File: src/rtl/cp0_exc_unit_pkg.sv
// Shared CP0 definitions: register numbers, Status/Cause field positions,
// ExcCode values and writable-bit masks.
package cp0_exc_unit_pkg;

    typedef enum logic [4:0] {
        CP0_BADVADDR = 5'd8,
        CP0_COUNT    = 5'd9,
        CP0_COMPARE  = 5'd11,
        CP0_STATUS   = 5'd12,
        CP0_CAUSE    = 5'd13,
        CP0_EPC      = 5'd14
    } cp0_reg_e;

    typedef enum logic [4:0] {
        EXC_INT  = 5'd0,
        EXC_ADEL = 5'd4,
        EXC_ADES = 5'd5,
        EXC_SYS  = 5'd8,
        EXC_BP   = 5'd9,
        EXC_RI   = 5'd10,
        EXC_OV   = 5'd12
    } exc_code_e;

    localparam int STATUS_IE     = 0;
    localparam int STATUS_EXL    = 1;
    localparam int STATUS_IM_LO  = 8;
    localparam int STATUS_IM_HI  = 15;
    localparam int CAUSE_EXC_LO  = 2;
    localparam int CAUSE_EXC_HI  = 6;
    localparam int CAUSE_IP_LO   = 8;
    localparam int CAUSE_IP_HI   = 15;
    localparam int CAUSE_HWIP_LO = 10;
    localparam int CAUSE_BD      = 31;

    localparam logic [31:0] STATUS_WMASK = 32'h0000_FF03;
    localparam logic [31:0] CAUSE_WMASK  = 32'h0000_0300;

    function automatic logic [31:0] merge_masked(input logic [31:0] cur,
                                                 input logic [31:0] wr,
                                                 input logic [31:0] mask);
        return (cur & ~mask) | (wr & mask);
    endfunction

endpackage

File: src/rtl/cp0_exc_unit_if.sv
// Pipeline/arbiter-facing signal bundle of the CP0 exception unit.
interface cp0_exc_unit_if #(parameter int HW_INT_NUM = 6);

    logic                  write_en_i;
    logic [4:0]            write_addr_i;
    logic [31:0]           write_data_i;
    logic [4:0]            read_addr_i;
    logic [31:0]           read_data_o;
    logic [HW_INT_NUM-1:0] int_i;
    logic                  exc_valid_i;
    logic [4:0]            exc_code_i;
    logic [31:0]           exc_pc_i;
    logic                  exc_bd_i;
    logic [31:0]           exc_badvaddr_i;
    logic                  eret_i;
    logic [31:0]           status_o;
    logic [31:0]           cause_o;
    logic [31:0]           epc_o;
    logic [31:0]           count_o;
    logic [31:0]           compare_o;
    logic [31:0]           badvaddr_o;
    logic                  timer_int_o;
    logic                  int_req_o;

    modport master (
        output write_en_i, write_addr_i, write_data_i, read_addr_i, int_i,
               exc_valid_i, exc_code_i, exc_pc_i, exc_bd_i, exc_badvaddr_i, eret_i,
        input  read_data_o, status_o, cause_o, epc_o, count_o, compare_o,
               badvaddr_o, timer_int_o, int_req_o
    );

    modport slave (
        input  write_en_i, write_addr_i, write_data_i, read_addr_i, int_i,
               exc_valid_i, exc_code_i, exc_pc_i, exc_bd_i, exc_badvaddr_i, eret_i,
        output read_data_o, status_o, cause_o, epc_o, count_o, compare_o,
               badvaddr_o, timer_int_o, int_req_o
    );

endinterface

File: src/rtl/cp0_exc_unit_timer.sv
// CP0 timer: Count with optional divide-by-2 prescaler, Compare, and the
// sticky timer interrupt flag.
module cp0_exc_unit_timer #(
    parameter int COUNT_DIV = 1
) (
    input  logic        clk,
    input  logic        rst,
    input  logic        count_we,
    input  logic        compare_we,
    input  logic [31:0] wdata,
    output logic [31:0] count,
    output logic [31:0] compare,
    output logic        timer_int
);

    logic phase;
    logic tick;

    assign tick = (COUNT_DIV == 1) ? 1'b1 : phase;

    // A Count write restarts the prescaler; a Compare write beats a same-cycle match.
    always_ff @(posedge clk) begin
        if (rst) begin
            count     <= '0;
            compare   <= '0;
            phase     <= 1'b0;
            timer_int <= 1'b0;
        end else begin
            if (count_we) begin
                count <= wdata;
                phase <= 1'b0;
            end else begin
                if (tick)
                    count <= count + 32'd1;
                phase <= (COUNT_DIV == 1) ? 1'b0 : ~phase;
            end
            if (compare_we) begin
                compare   <= wdata;
                timer_int <= 1'b0;
            end else if (compare != '0 && count == compare) begin
                timer_int <= 1'b1;
            end
        end
    end

endmodule

File: src/rtl/cp0_exc_unit.sv
// CP0 register file with precise exception entry, ERET and interrupt request.
// Define CP0_READ_BYPASS_EN to forward a same-cycle MTC0 write onto the MFC0 read.
module cp0_exc_unit
    import cp0_exc_unit_pkg::*;
#(
    parameter int          HW_INT_NUM = 6,
    parameter int          COUNT_DIV  = 1,
    parameter logic [31:0] STATUS_RST = 32'h1000_0000,
    parameter int          TIMER_IP   = 7
) (
    input logic          clk,
    input logic          rst,
    cp0_exc_unit_if.slave bus
);

    logic [31:0] status, cause, epc, badvaddr, count, compare;
    logic [31:0] status_next, cause_next, epc_next;
    logic [31:0] rd_status, rd_cause, rd_epc, rd_count, rd_compare;
    logic        timer_int, int_req;
    logic        count_we, compare_we, status_we, cause_we, epc_we;
    logic        exl, addr_exc;
    logic [5:0]  hw_ip, ip_sample;

    assign count_we   = bus.write_en_i && (bus.write_addr_i == CP0_COUNT);
    assign compare_we = bus.write_en_i && (bus.write_addr_i == CP0_COMPARE);
    assign status_we  = bus.write_en_i && (bus.write_addr_i == CP0_STATUS);
    assign cause_we   = bus.write_en_i && (bus.write_addr_i == CP0_CAUSE);
    assign epc_we     = bus.write_en_i && (bus.write_addr_i == CP0_EPC);
    assign exl        = status[STATUS_EXL];
    assign addr_exc   = (bus.exc_code_i == EXC_ADEL) || (bus.exc_code_i == EXC_ADES);

    cp0_exc_unit_timer #(.COUNT_DIV(COUNT_DIV)) u_cp0_timer (
        .clk        (clk),
        .rst        (rst),
        .count_we   (count_we),
        .compare_we (compare_we),
        .wdata      (bus.write_data_i),
        .count      (count),
        .compare    (compare),
        .timer_int  (timer_int)
    );

    always_comb begin
        hw_ip     = 6'(bus.int_i);
        ip_sample = hw_ip;
        ip_sample[TIMER_IP-2] = hw_ip[TIMER_IP-2] | timer_int;
    end

    // Later assignments win: exception over ERET over MTC0 on shared fields.
    always_comb begin
        status_next = status_we ? merge_masked(status, bus.write_data_i, STATUS_WMASK) : status;
        cause_next  = cause_we ? merge_masked(cause, bus.write_data_i, CAUSE_WMASK) : cause;
        epc_next    = epc_we ? bus.write_data_i : epc;
        cause_next[CAUSE_HWIP_LO +: 6] = ip_sample;
        if (bus.eret_i)
            status_next[STATUS_EXL] = 1'b0;
        if (bus.exc_valid_i) begin
            status_next[STATUS_EXL] = 1'b1;
            cause_next[CAUSE_EXC_HI:CAUSE_EXC_LO] = bus.exc_code_i;
            if (!exl) begin
                epc_next = bus.exc_bd_i ? (bus.exc_pc_i - 32'd4) : bus.exc_pc_i;
                cause_next[CAUSE_BD] = bus.exc_bd_i;
            end
        end
    end

    always_ff @(posedge clk) begin
        if (rst) begin
            status   <= STATUS_RST;
            cause    <= '0;
            epc      <= '0;
            badvaddr <= '0;
            int_req  <= 1'b0;
        end else begin
            status <= status_next;
            cause  <= cause_next;
            epc    <= epc_next;
            if (bus.exc_valid_i && addr_exc)
                badvaddr <= bus.exc_badvaddr_i;
            int_req <= status[STATUS_IE] & ~status[STATUS_EXL] &
                       (|(cause[CAUSE_IP_HI:CAUSE_IP_LO] & status[STATUS_IM_HI:STATUS_IM_LO]));
        end
    end

    always_comb begin
        rd_status  = status;
        rd_cause   = cause;
        rd_epc     = epc;
        rd_count   = count;
        rd_compare = compare;
`ifdef CP0_READ_BYPASS_EN
        if (status_we)  rd_status  = merge_masked(status, bus.write_data_i, STATUS_WMASK);
        if (cause_we)   rd_cause   = merge_masked(cause, bus.write_data_i, CAUSE_WMASK);
        if (epc_we)     rd_epc     = bus.write_data_i;
        if (count_we)   rd_count   = bus.write_data_i;
        if (compare_we) rd_compare = bus.write_data_i;
`endif
        bus.read_data_o = '0;
        if (!rst) begin
            case (bus.read_addr_i)
                CP0_BADVADDR: bus.read_data_o = badvaddr;
                CP0_COUNT:    bus.read_data_o = rd_count;
                CP0_COMPARE:  bus.read_data_o = rd_compare;
                CP0_STATUS:   bus.read_data_o = rd_status;
                CP0_CAUSE:    bus.read_data_o = rd_cause;
                CP0_EPC:      bus.read_data_o = rd_epc;
                default:      bus.read_data_o = '0;
            endcase
        end
    end

    assign bus.status_o    = status;
    assign bus.cause_o     = cause;
    assign bus.epc_o       = epc;
    assign bus.count_o     = count;
    assign bus.compare_o   = compare;
    assign bus.badvaddr_o  = badvaddr;
    assign bus.timer_int_o = timer_int;
    assign bus.int_req_o   = int_req;

endmodule

File: src/flat_wrapper.sv
// flat-port wrapper written by rule: the top's interface ports become plain ports
module cp0_exc_unit_flat import cp0_exc_unit_pkg::*;
#(
    parameter int          HW_INT_NUM = 6,
    parameter int          COUNT_DIV  = 1,
    parameter logic [31:0] STATUS_RST = 32'h1000_0000,
    parameter int          TIMER_IP   = 7
)
  (clk, rst, bus_write_en_i, bus_write_addr_i, bus_write_data_i, bus_read_addr_i, bus_int_i, bus_exc_valid_i, bus_exc_code_i, bus_exc_pc_i, bus_exc_bd_i, bus_exc_badvaddr_i, bus_eret_i, bus_read_data_o, bus_status_o, bus_cause_o, bus_epc_o, bus_count_o, bus_compare_o, bus_badvaddr_o, bus_timer_int_o, bus_int_req_o);
  cp0_exc_unit_if #(.HW_INT_NUM(HW_INT_NUM)) bus_i ();
  input logic clk;
  input logic rst;
  input wire logic [$bits(bus_i.write_en_i)-1:0] bus_write_en_i;
  input wire logic [$bits(bus_i.write_addr_i)-1:0] bus_write_addr_i;
  input wire logic [$bits(bus_i.write_data_i)-1:0] bus_write_data_i;
  input wire logic [$bits(bus_i.read_addr_i)-1:0] bus_read_addr_i;
  input wire logic [$bits(bus_i.int_i)-1:0] bus_int_i;
  input wire logic [$bits(bus_i.exc_valid_i)-1:0] bus_exc_valid_i;
  input wire logic [$bits(bus_i.exc_code_i)-1:0] bus_exc_code_i;
  input wire logic [$bits(bus_i.exc_pc_i)-1:0] bus_exc_pc_i;
  input wire logic [$bits(bus_i.exc_bd_i)-1:0] bus_exc_bd_i;
  input wire logic [$bits(bus_i.exc_badvaddr_i)-1:0] bus_exc_badvaddr_i;
  input wire logic [$bits(bus_i.eret_i)-1:0] bus_eret_i;
  output wire logic [$bits(bus_i.read_data_o)-1:0] bus_read_data_o;
  output wire logic [$bits(bus_i.status_o)-1:0] bus_status_o;
  output wire logic [$bits(bus_i.cause_o)-1:0] bus_cause_o;
  output wire logic [$bits(bus_i.epc_o)-1:0] bus_epc_o;
  output wire logic [$bits(bus_i.count_o)-1:0] bus_count_o;
  output wire logic [$bits(bus_i.compare_o)-1:0] bus_compare_o;
  output wire logic [$bits(bus_i.badvaddr_o)-1:0] bus_badvaddr_o;
  output wire logic [$bits(bus_i.timer_int_o)-1:0] bus_timer_int_o;
  output wire logic [$bits(bus_i.int_req_o)-1:0] bus_int_req_o;
  assign bus_i.write_en_i = bus_write_en_i;
  assign bus_i.write_addr_i = bus_write_addr_i;
  assign bus_i.write_data_i = bus_write_data_i;
  assign bus_i.read_addr_i = bus_read_addr_i;
  assign bus_i.int_i = bus_int_i;
  assign bus_i.exc_valid_i = bus_exc_valid_i;
  assign bus_i.exc_code_i = bus_exc_code_i;
  assign bus_i.exc_pc_i = bus_exc_pc_i;
  assign bus_i.exc_bd_i = bus_exc_bd_i;
  assign bus_i.exc_badvaddr_i = bus_exc_badvaddr_i;
  assign bus_i.eret_i = bus_eret_i;
  assign bus_read_data_o = bus_i.read_data_o;
  assign bus_status_o = bus_i.status_o;
  assign bus_cause_o = bus_i.cause_o;
  assign bus_epc_o = bus_i.epc_o;
  assign bus_count_o = bus_i.count_o;
  assign bus_compare_o = bus_i.compare_o;
  assign bus_badvaddr_o = bus_i.badvaddr_o;
  assign bus_timer_int_o = bus_i.timer_int_o;
  assign bus_int_req_o = bus_i.int_req_o;
  cp0_exc_unit #(.HW_INT_NUM(HW_INT_NUM), .COUNT_DIV(COUNT_DIV), .STATUS_RST(STATUS_RST), .TIMER_IP(TIMER_IP)) u_core (.clk(clk), .rst(rst), .bus(bus_i));
endmodule
File: config.mk
export PLATFORM = sky130hd
export DESIGN_NAME = cp0_exc_unit_flat
export DESIGN_NICKNAME = d
export VERILOG_FILES = /design/src/rtl/cp0_exc_unit_pkg.sv /design/src/rtl/cp0_exc_unit_if.sv /design/src/rtl/cp0_exc_unit_timer.sv /design/src/rtl/cp0_exc_unit.sv /design/src/flat_wrapper.sv
export SDC_FILE = /design/constraint.sdc
export NUM_CORES = 1
export LEC_CHECK = 0
export ABC_AREA = 1
export ABC_CLOCK_PERIOD_IN_PS = 1600
export CORE_ASPECT_RATIO = 0.8
export CORE_MARGIN = 5
export CORE_UTILIZATION = 45
export CTS_CLUSTER_DIAMETER = 80
export DETAILED_ROUTE_END_ITERATION = 10
export GPL_ROUTABILITY_DRIVEN = 0
export HOLD_SLACK_MARGIN = 0.12
export PLACE_DENSITY = 0.88
export SETUP_SLACK_MARGIN = 0.4
export SYNTH_ARGS = -nofsm -noshare
export SYNTH_HDL_FRONTEND = slang
export SYNTH_SLANG_ARGS = --single-unit
File: constraint.sdc
create_clock -name clk -period 1.6 [get_ports clk]
set_input_delay 0.16 -clock clk [delete_from_list [all_inputs] [get_ports clk]]
set_output_delay 0.16 -clock clk [all_outputs]
set_load 0.01 [all_outputs]
==> metrics.md, run 1 <==
| Metric | Value |
|---|---|
| Status | `aborted with a tool error` |
| Last stage reached | `global routing` |
| Run Error | `[ERROR GRT-0232] Routing congestion too high. Check the congestion heatmap in the GUI.` |
| Gr usage total | `66.8%` |
| Ys flop type | `dfxtp_1` |
| Post-place setup slack | `-0.963 ns` |
| Root buffer cell | `clkbuf_16` |
| Synth top area cells | `dfxtp_1 (32%), nand2_1 (9.2%), inv_1 (8.8%)` |
| Port Buffers | `308` |
| Syn Std Cell Area | `0.00962 sq mm` |
| Total CTS buffers | `17` |
| Post-synthesis mux area share | `0%` |
| #FFs+latches synth | `154` |
| CTS sink count | `154` |
| Worst EP kind | `output port` |
| Post-synth EDFFs | `0` |
| Row cnt | `47` |
| Post-Synth Adder-Cell Area | `0.260%` |
| Synth area leader | `dfxtp_1` |
| Synth cell types | `45` |
| Yosys Warn Count | `0` |
| Compound-cell area share of the yosys netlist | `19.6%` |
| Initial core utilization | `46.1%` |
| Synth Area in XOR/XNOR | `2.46%` |
| Cells after synthesis | `1514` |
| Max Root-Sink Buffers | `2` |
| Post-synth ARST share | `0%` |
| Largest net degree at the start of global routing | `67` |
| Post-GRT worst EP | `bus_read_data_o[4]` |
| Die width | `174 um` |
| Syn Area/Cell | `6.36 sq um` |
| Gr ovfl total | `3` |
| Largest family of logic cells by synthesized area | `simple AND/OR/NAND/NOR gates` |
| Top-level I/O count | `349` |
| H-tree depth | `4` |
| Dpl hpwl | `36400 um` |
| Top cell type's share of synthesized area | `32.0%` |
| Hold_buf cts | `0` |
| Die Y | `141 um` |
| Post-Synth Simple-Gate Area | `30.1%` |
| Post-synthesis sequential area ratio | `32.0%` |
## cells in the mapped netlist (2+ instances only)
library cell and n:
a221oi_1 2, nor3_2 2, a31oi_1 9, o21bai_1 11, ha_1 2, nor3_4 2
clkbuf_1 40, inv_1 226, xor2_1 14, nand3_2 5, o211ai_1 4, nor2_1 167
clkbuf_2 4, nand4_1 34, or2_2 5, buf_4 44, o21ai_0 152, xnor2_1 13
buf_2 16, inv_2 8, nor2_4 10, nand3_1 115, nand3b_1 3, o22ai_1 44
buf_1 5, nor3_1 23, nand2_2 8, a21oi_1 122, nand2_1 237, conb_1 2
or2_0 6, o21ai_1 5, dfxtp_1 154, nor2_2 9
## repair_timing
item | CTS
pin swaps | 111
gates resized for setup | 1106
endpoints found under the setup margin | 323
gates cloned | 8
hold endpoints to repair | 0
buffers inserted | 72
## per-layer routing
metal / overflow / global-route usage (%)
met1: 0 / 63.9
met2: 2 / 84.1
met3: 0 / 56.5
met4: 1 / 63.5
met5: 0 / 25.6
## logic make-up after synthesis
group / Yosys count
and+or+nand+nor: 632
xor gates and xnor gates: 27
buffers and inverters: 344
adders and majority gates: 2
AOI/OAI and AO/OA: 353
DFF: 154
other: 2
## through the flow
step | instances | hold WS [ns] | area, sq um
2_1_floorplan | 1552 | 0.267 | 10100
3_3_place_gp | 2223 | 0.453 | 14600
3_5_place_dp | 2223 | 0.462 | 14600
4_1_cts | 2335 | 0.121 | 16800
==> inputs of run 2 (changes only) <==
CORE_ASPECT_RATIO = default   (was 0.8)
CORE_UTILIZATION = 30   (was 45)
CTS_CLUSTER_DIAMETER = default   (was 80)
HOLD_SLACK_MARGIN = default   (was 0.12)
PLACE_DENSITY = default   (was 0.88)
PLACE_DENSITY_LB_ADDON = 0.15   (was default)
SETUP_SLACK_MARGIN = default   (was 0.4)
==> metrics.md, run 2 <==
| Metric | Value |
|---|---|
| Status | `finished with violations` |
| Failing checks | `negative setup slack` |
| Vias per cell | `5.02` |
| Top post-synthesis cells by count | `nand2_1 (237), inv_1 (226), nor2_1 (167)` |
| Post-Synth Simple-Gate Area | `30.1% (unchanged)` |
| Fin. max-slew vios | `0` |
| Ys flop type | `dfxtp_1` |
| CTS clock-pin slew for the worst setup and hold paths | `0.07 ns` |
| Top achievable clock speed | `604 MHz` |
| Yosys Warn Count | `0 (unchanged)` |
| Most frequent cells in the layout | `buf_4 (256), nand2_1 (232), inv_1 (184)` |
| Synth cell types | `45 (unchanged)` |
| Largest family of logic cells by synthesized area | `simple AND/OR/NAND/NOR gates` |
| Port Buffers | `308 (unchanged)` |
| P&R area growth vs syn | `71.6%` |
| Fin crit period | `1.66 ns` |
| Slowest cell on the critical path | `nor2_4` |
| Hold WC Path Type | `in2reg` |
| #FFs+latches synth | `154 (unchanged)` |
| Worst endpoint required time | `1.44 ns` |
| Synth area leader | `dfxtp_1` |
| Die Y | `189 um (+34%)` |
| Post-synth EDFFs | `0 (unchanged)` |
| Hold_buf cts | `0 (unchanged)` |
| Drt pass-1 iters | `6` |
| Worst setup EP type | `primary output` |
| Initial antenna violation count | `2` |
| DRC | `0` |
| Post-synthesis mux area share | `0% (unchanged)` |
| Vias | `12500` |
| Gr ovfl total | `0` |
| Syn Area/Cell | `6.36 sq um (unchanged)` |
| Compound-cell area share of the yosys netlist | `19.6% (unchanged)` |
| Synth Area in XOR/XNOR | `2.46% (unchanged)` |
| Dpl hpwl | `38600 um (+5.9%)` |
| Vias in the first global route | `11800` |
| Root buffer cell | `clkbuf_16` |
| Final setup fails | `21` |
| Final WL | `48800 um` |
| Die ar. | `0.0358 sq mm` |
| Final setup skew | `0.0125 ns` |
| Worst skew pair latency | `0.44 ns` |
| Post-synth ARST share | `0% (unchanged)` |
| Cells after synthesis | `1514 (unchanged)` |
| Row cnt | `65 (+38%)` |
| Crit path max fanout | `10` |
| Initial core utilization | `30.4% (-16 points)` |
| Syn Std Cell Area | `0.00962 sq mm (unchanged)` |
| Top cell type's share of synthesized area | `32.0% (unchanged)` |
| Largest net degree at the start of global routing | `65` |
| Dpl cells | `2413 (+8.5%)` |
| Core Region | `0.0316 sq mm` |
| Initial DRC Count | `1379` |
| Cell Count, Final, Fillers Out | `2481` |
| Most common cell after layout, fill and taps aside | `buf_4` |
| Post-Synth Adder-Cell Area | `0.260% (unchanged)` |
| Critical Path AT | `1.50 ns` |
| Layout Nets | `2188` |
| RSZ-0062 raised after global routing | `true` |
| Top-level I/O count | `349 (unchanged)` |
| Total CTS buffers | `17 (unchanged)` |
| Final Util | `52.2%` |
| Most common cell in the netlist | `nand2_1` |
| H-tree depth | `4 (unchanged)` |
| Final ANT Viol Nets | `0` |
| Final period util | `104%` |
| Max incr delay on CP | `0.24 ns` |
| Post-synthesis sequential area ratio | `32.0% (unchanged)` |
| Hold Vio Cnt, Final | `0` |
| PwrDens | `640 mW/mm^2` |
| Max Root-Sink Buffers | `2 (unchanged)` |
| Share of cells above drive strength 1 | `28.7%` |
| Max-cap violations | `0` |
| CTS sink count | `154 (unchanged)` |
| Synth top area cells | `dfxtp_1 (32%), nand2_1 (9.2%), inv_1 (8.8%)` |
| CTS tree | `built` |
| CP cell instances | `buf_8, nor2_4, nand3_4, buf_16, o22ai_4, a31oi_1, a21oi_1, buf_4, buf_6` |
| Leakage | `7.71 nW` |
| First-pass GRT wire length | `71400 um` |
| Peak supply drop | `0.664 mV` |
| Die width | `189 um (+9.0%)` |
| WL per Instance | `19.7 um` |
| Kind of critical path | `in2out` |
| Worst setup SP type | `input port` |
| Min setup slack post-route | `-0.0568 ns` |
| Gr usage total | `25.9%` |
==> run 2: critical path, delay by kind of cell <==
family / cells / cell delay, ns
AOI/OAI and AO/OA: 3 / 0.35
and+or+nand+nor: 2 / 0.43
buffers and inverters: 4 / 0.56
==> run 2: metal layers <==
layer  part of all wire [%]  routed length (um)  GRT usage [%]
met1                     42               20500           34.9
met2                     45               21900           41.8
met3                    9.7                4730           4.87
met4                    3.5                1730           8.97
met5                      0                   0              0
==> run 2: final timing paths <==
check,startpoint,end,slack (ns),cells past startpoint
setup / recovery,bus_read_addr_i[2],bus_read_data_o[31],-0.06,9
hold / removal,rst,u_core.bus.epc_o[30]$_SDFF_PP0_,0.15,3
setup reg to reg,u_core.u_cp0_timer.count[14]$_SDFF_PP0_,u_core.u_cp0_timer.count[21]$_SDFF_PP0_,0.06,9
hold reg to reg,u_core.u_cp0_timer.timer_int$_SDFFE_PP0P_,u_core.u_cp0_timer.timer_int$_SDFFE_PP0P_,0.48,2
==> run 2: logic make-up after synthesis <==
family	after synthesis
and+or+nand+nor	632
buffers and inverters	344
xor gates and xnor gates	27
AOI/OAI and AO/OA	353
adders and majority gates	2
other	2
DFF	154
==> run 2: final cells by class <==
cell class                 count  area [sq um]
timing repair buffer         601          5500
antenna                        3          7.51
multi-input combinational   1055          5830
clock buffer                  20           457
clock inverter                12           165
sequential                   154          3160
inverter                     234           890
fill                        3063         15100
tap                          402           503
==> run 2: stage by stage <==
step / setup slack (ns) / setup TNS [ns] / area [sq um] / hold slack (ns) / power [mW]
global placement: -0.895 / -50.61 / 14900 / 0.462 / 6.14
global route: -0.144 / -1.89 / 16500 / 0.155 / 10.9
floorplan: 0.00466 / 0 / 9770 / 0.267 / 4.96
CTS: -0.0648 / -0.304 / 16000 / 0.126 / 10.6
finish: -0.0568 / -0.552 / 16500 / 0.150 / 10.6
detailed placement: -0.878 / -54.67 / 14900 / 0.472 / 6.14
==> run 2: where the power goes <==
part / total, mW / leakage, nW / switching (mW) / internal, mW
Sequential: 4.09 / 1.28 / 0.119 / 3.97
Clock: 4.38 / 0.293 / 1.82 / 2.56
Combinational: 2.10 / 6.14 / 1.09 / 1.01
==> run 2: what timing repair did <==
item                       in CTS  in global routing
setup endpoints to repair     117                 81
setup buffers                  10                 21
pin swaps                      39                 58
resized for setup             386                139
cloned                          6                  1
Note: power is estimated with default switching activity, not from simulation.
==> RTL change: new RTL, settings of run 2 <==
Build with the macro `CP0_READ_BYPASS_EN` defined.
--- a/src/rtl/cp0_exc_unit.sv
+++ b/src/rtl/cp0_exc_unit.sv
@@ -2,2 +2,4 @@
 // Define CP0_READ_BYPASS_EN to forward a same-cycle MTC0 write onto the MFC0 read.
+`define CP0_READ_BYPASS_EN
+
 module cp0_exc_unit
Behaviour: not the same (Yosys sat finds a counterexample within 4 cycles, from zero or initial values and one cycle with rst high).
==> RTL change against run 2 <==
  * The flow still finishes with violations (negative setup slack)
  * Design area rose by 19%
  * Count of clock-buffer cells in the layout fell by 3
  * Synthesized area rose by 3.3%
  * Setup slack worse by 0.24 ns
  * Sequential cell count unchanged
  * Power grew 0.76%
  * Wire length rose by 12%
  * Highest routed layer is now met5
==> RTL change: results (changes against run 2) <==
rr_worst_depth: 11  # was 9
grt.total_usage_pct: 28.0  # was 25.9%
place.port_buffers: 308  # unchanged
clockRootBuffer: "clkbuf_16"  # unchanged
drt_wl_total_um: 54800  # was 48800 µm
place_hpwl_um: 40000  # was 38600 µm
ys_types: 39  # was 45
setup_violations: 40  # was 21
drv_slew: 0  # unchanged
switching_share_pct: 31.9  # was 28.7%
cp_max_fo: 7  # was 10
instances_no_fill: 2940  # was 2481
failed_checks: "negative setup slack"  # unchanged
dpl_cell_area_um2: 16400  # was 14900 µm²
diodes: 0  # was 3
synth.top_cells.by_count: "nand2_1 (519), nor2_1 (306), inv_1 (197)"  # was nand2_1 (237), inv_1 (226), nor2_1 (167)
numCtsBuffers: 17  # unchanged
h-tree-depth: 4  # unchanged
ys_async_sr_fraction_pct: 0  # unchanged
dpl_worst_slack_ns: -1.10  # was -0.878 ns
layout-drive-gt1-share_pct: 36.1  # was 28.7%
clock_path_buffers: 2  # unchanged
synth.avg_cell_area_um2: 5.80  # was 6.36 µm²
clk_pin_slew_worst_paths_ns: 0.06
grt_antenna_before_repair: 1  # was 2
synthTopCellsByArea: "dfxtp_1 (31%), nand2_1 (20%), nor2_1 (12%)"  # was dfxtp_1 (32%), nand2_1 (9.2%), inv_1 (8.8%)
cts_setup_buffers: 73  # was 10
ys_seq_area_share_pct: 31.0  # was 32.0%
outcome: "finished, violations left"  # unchanged
synth_ff_type: "dfxtp_1"  # unchanged
drt-initial-drc-count: 1471  # was 1379
hp-class: "in2reg"  # unchanged
insertion_delay_ns: 0.44  # about the same
placed_cells: 2803  # was 2413
setup_slack_ns: -0.293  # was -0.0568 ns
cp.arrival_ns: 1.73  # was 1.50 ns
vias: 14309  # was 12451
p_leak_nw: 10.5  # was 7.71 nW
cts_resized: 604  # was 386
min_delay_path_depth: 3  # unchanged
finalNetCount: 2610  # was 2188
finalClockSkew_ns: 0.0180  # was 0.0125 ns
dr.pass1.iters: 5  # was 6
grt_pass1_vias: 14012  # was 11750
vdd_drop_max_mv: 0.666  # was 0.664 mV
fin_setup_tns_ns: -7.45  # was -0.552 ns
grt_first_pass_wirelength_um: 79500  # was 71400 µm
grt_max_degree: 51  # was 65
yosysWarnings: 0  # unchanged
RTL change: layer usage:
metal	GRT usage, %	vias up	share of wire (%)
met1	36.8	6576	41
met3	5.27	131	8.9
met2	45.5	766	46
met4	11.0	2	4.0
met5	0	-	0.022
li1	-	6834	-
RTL change: layout make-up:
class | instances | area [µm²]
Fill cell | 2939 | 13000
Sequential cell | 154 | 3130
Tap cell | 442 | 553
Inverter | 199 | 761
Clock buffer | 17 | 425
Multi-Input combinational cell | 1294 | 7070
Clock inverter | 15 | 168
Timing Repair Buffer | 819 | 7560
RTL change: worst paths after layout:
| kind | endpoint | from | slack (ns) |
|---|---|---|---|
| hold reg to reg | u_core.bus.cause_o[4] | u_core.bus.cause_o[4] | 0.50 |
| setup reg to reg | u_core.u_cp0_timer.count[20] | u_core.u_cp0_timer.count[1] | -0.13 |
| hold / removal | u_core.u_cp0_timer.compare[2] | rst | 0.15 |
| setup / recovery | bus_read_data_o[7] | bus_write_addr_i[2] | -0.29 |
RTL change: logic make-up after synthesis:
family	synth area share, %
fa+ha+maj	0.252
compound gates	12.3
xor+xnor	2.47
simple gates	40.2
flops	31.0
buf+inv	13.6
other cells	0.0755
RTL change: worst max-delay path, stage by stage:
cell and delay [ns]:
buf_2 0.15, buf_4 0.17, nor3_4 0.25, buf_12 0.16, buf_12 0.13, buf_4 0.11
buf_6 0.09, o21ai_4 0.07, nand2_1 0.09, nand2_1 0.06, nor2_2 0.11, nor2_1 0.05
buf_2 0.14
RTL change: power by group through the flow:
stage	Combinational (mW)	Clock (mW)	Sequential [mW]
floorplan	0.714	0	4.21
global placement	2.08	0	4.15
detailed placement	2.08	0	4.15
CTS	2.26	4.22	4.06
global route	2.54	4.38	4.08
finish	2.38	4.21	4.06
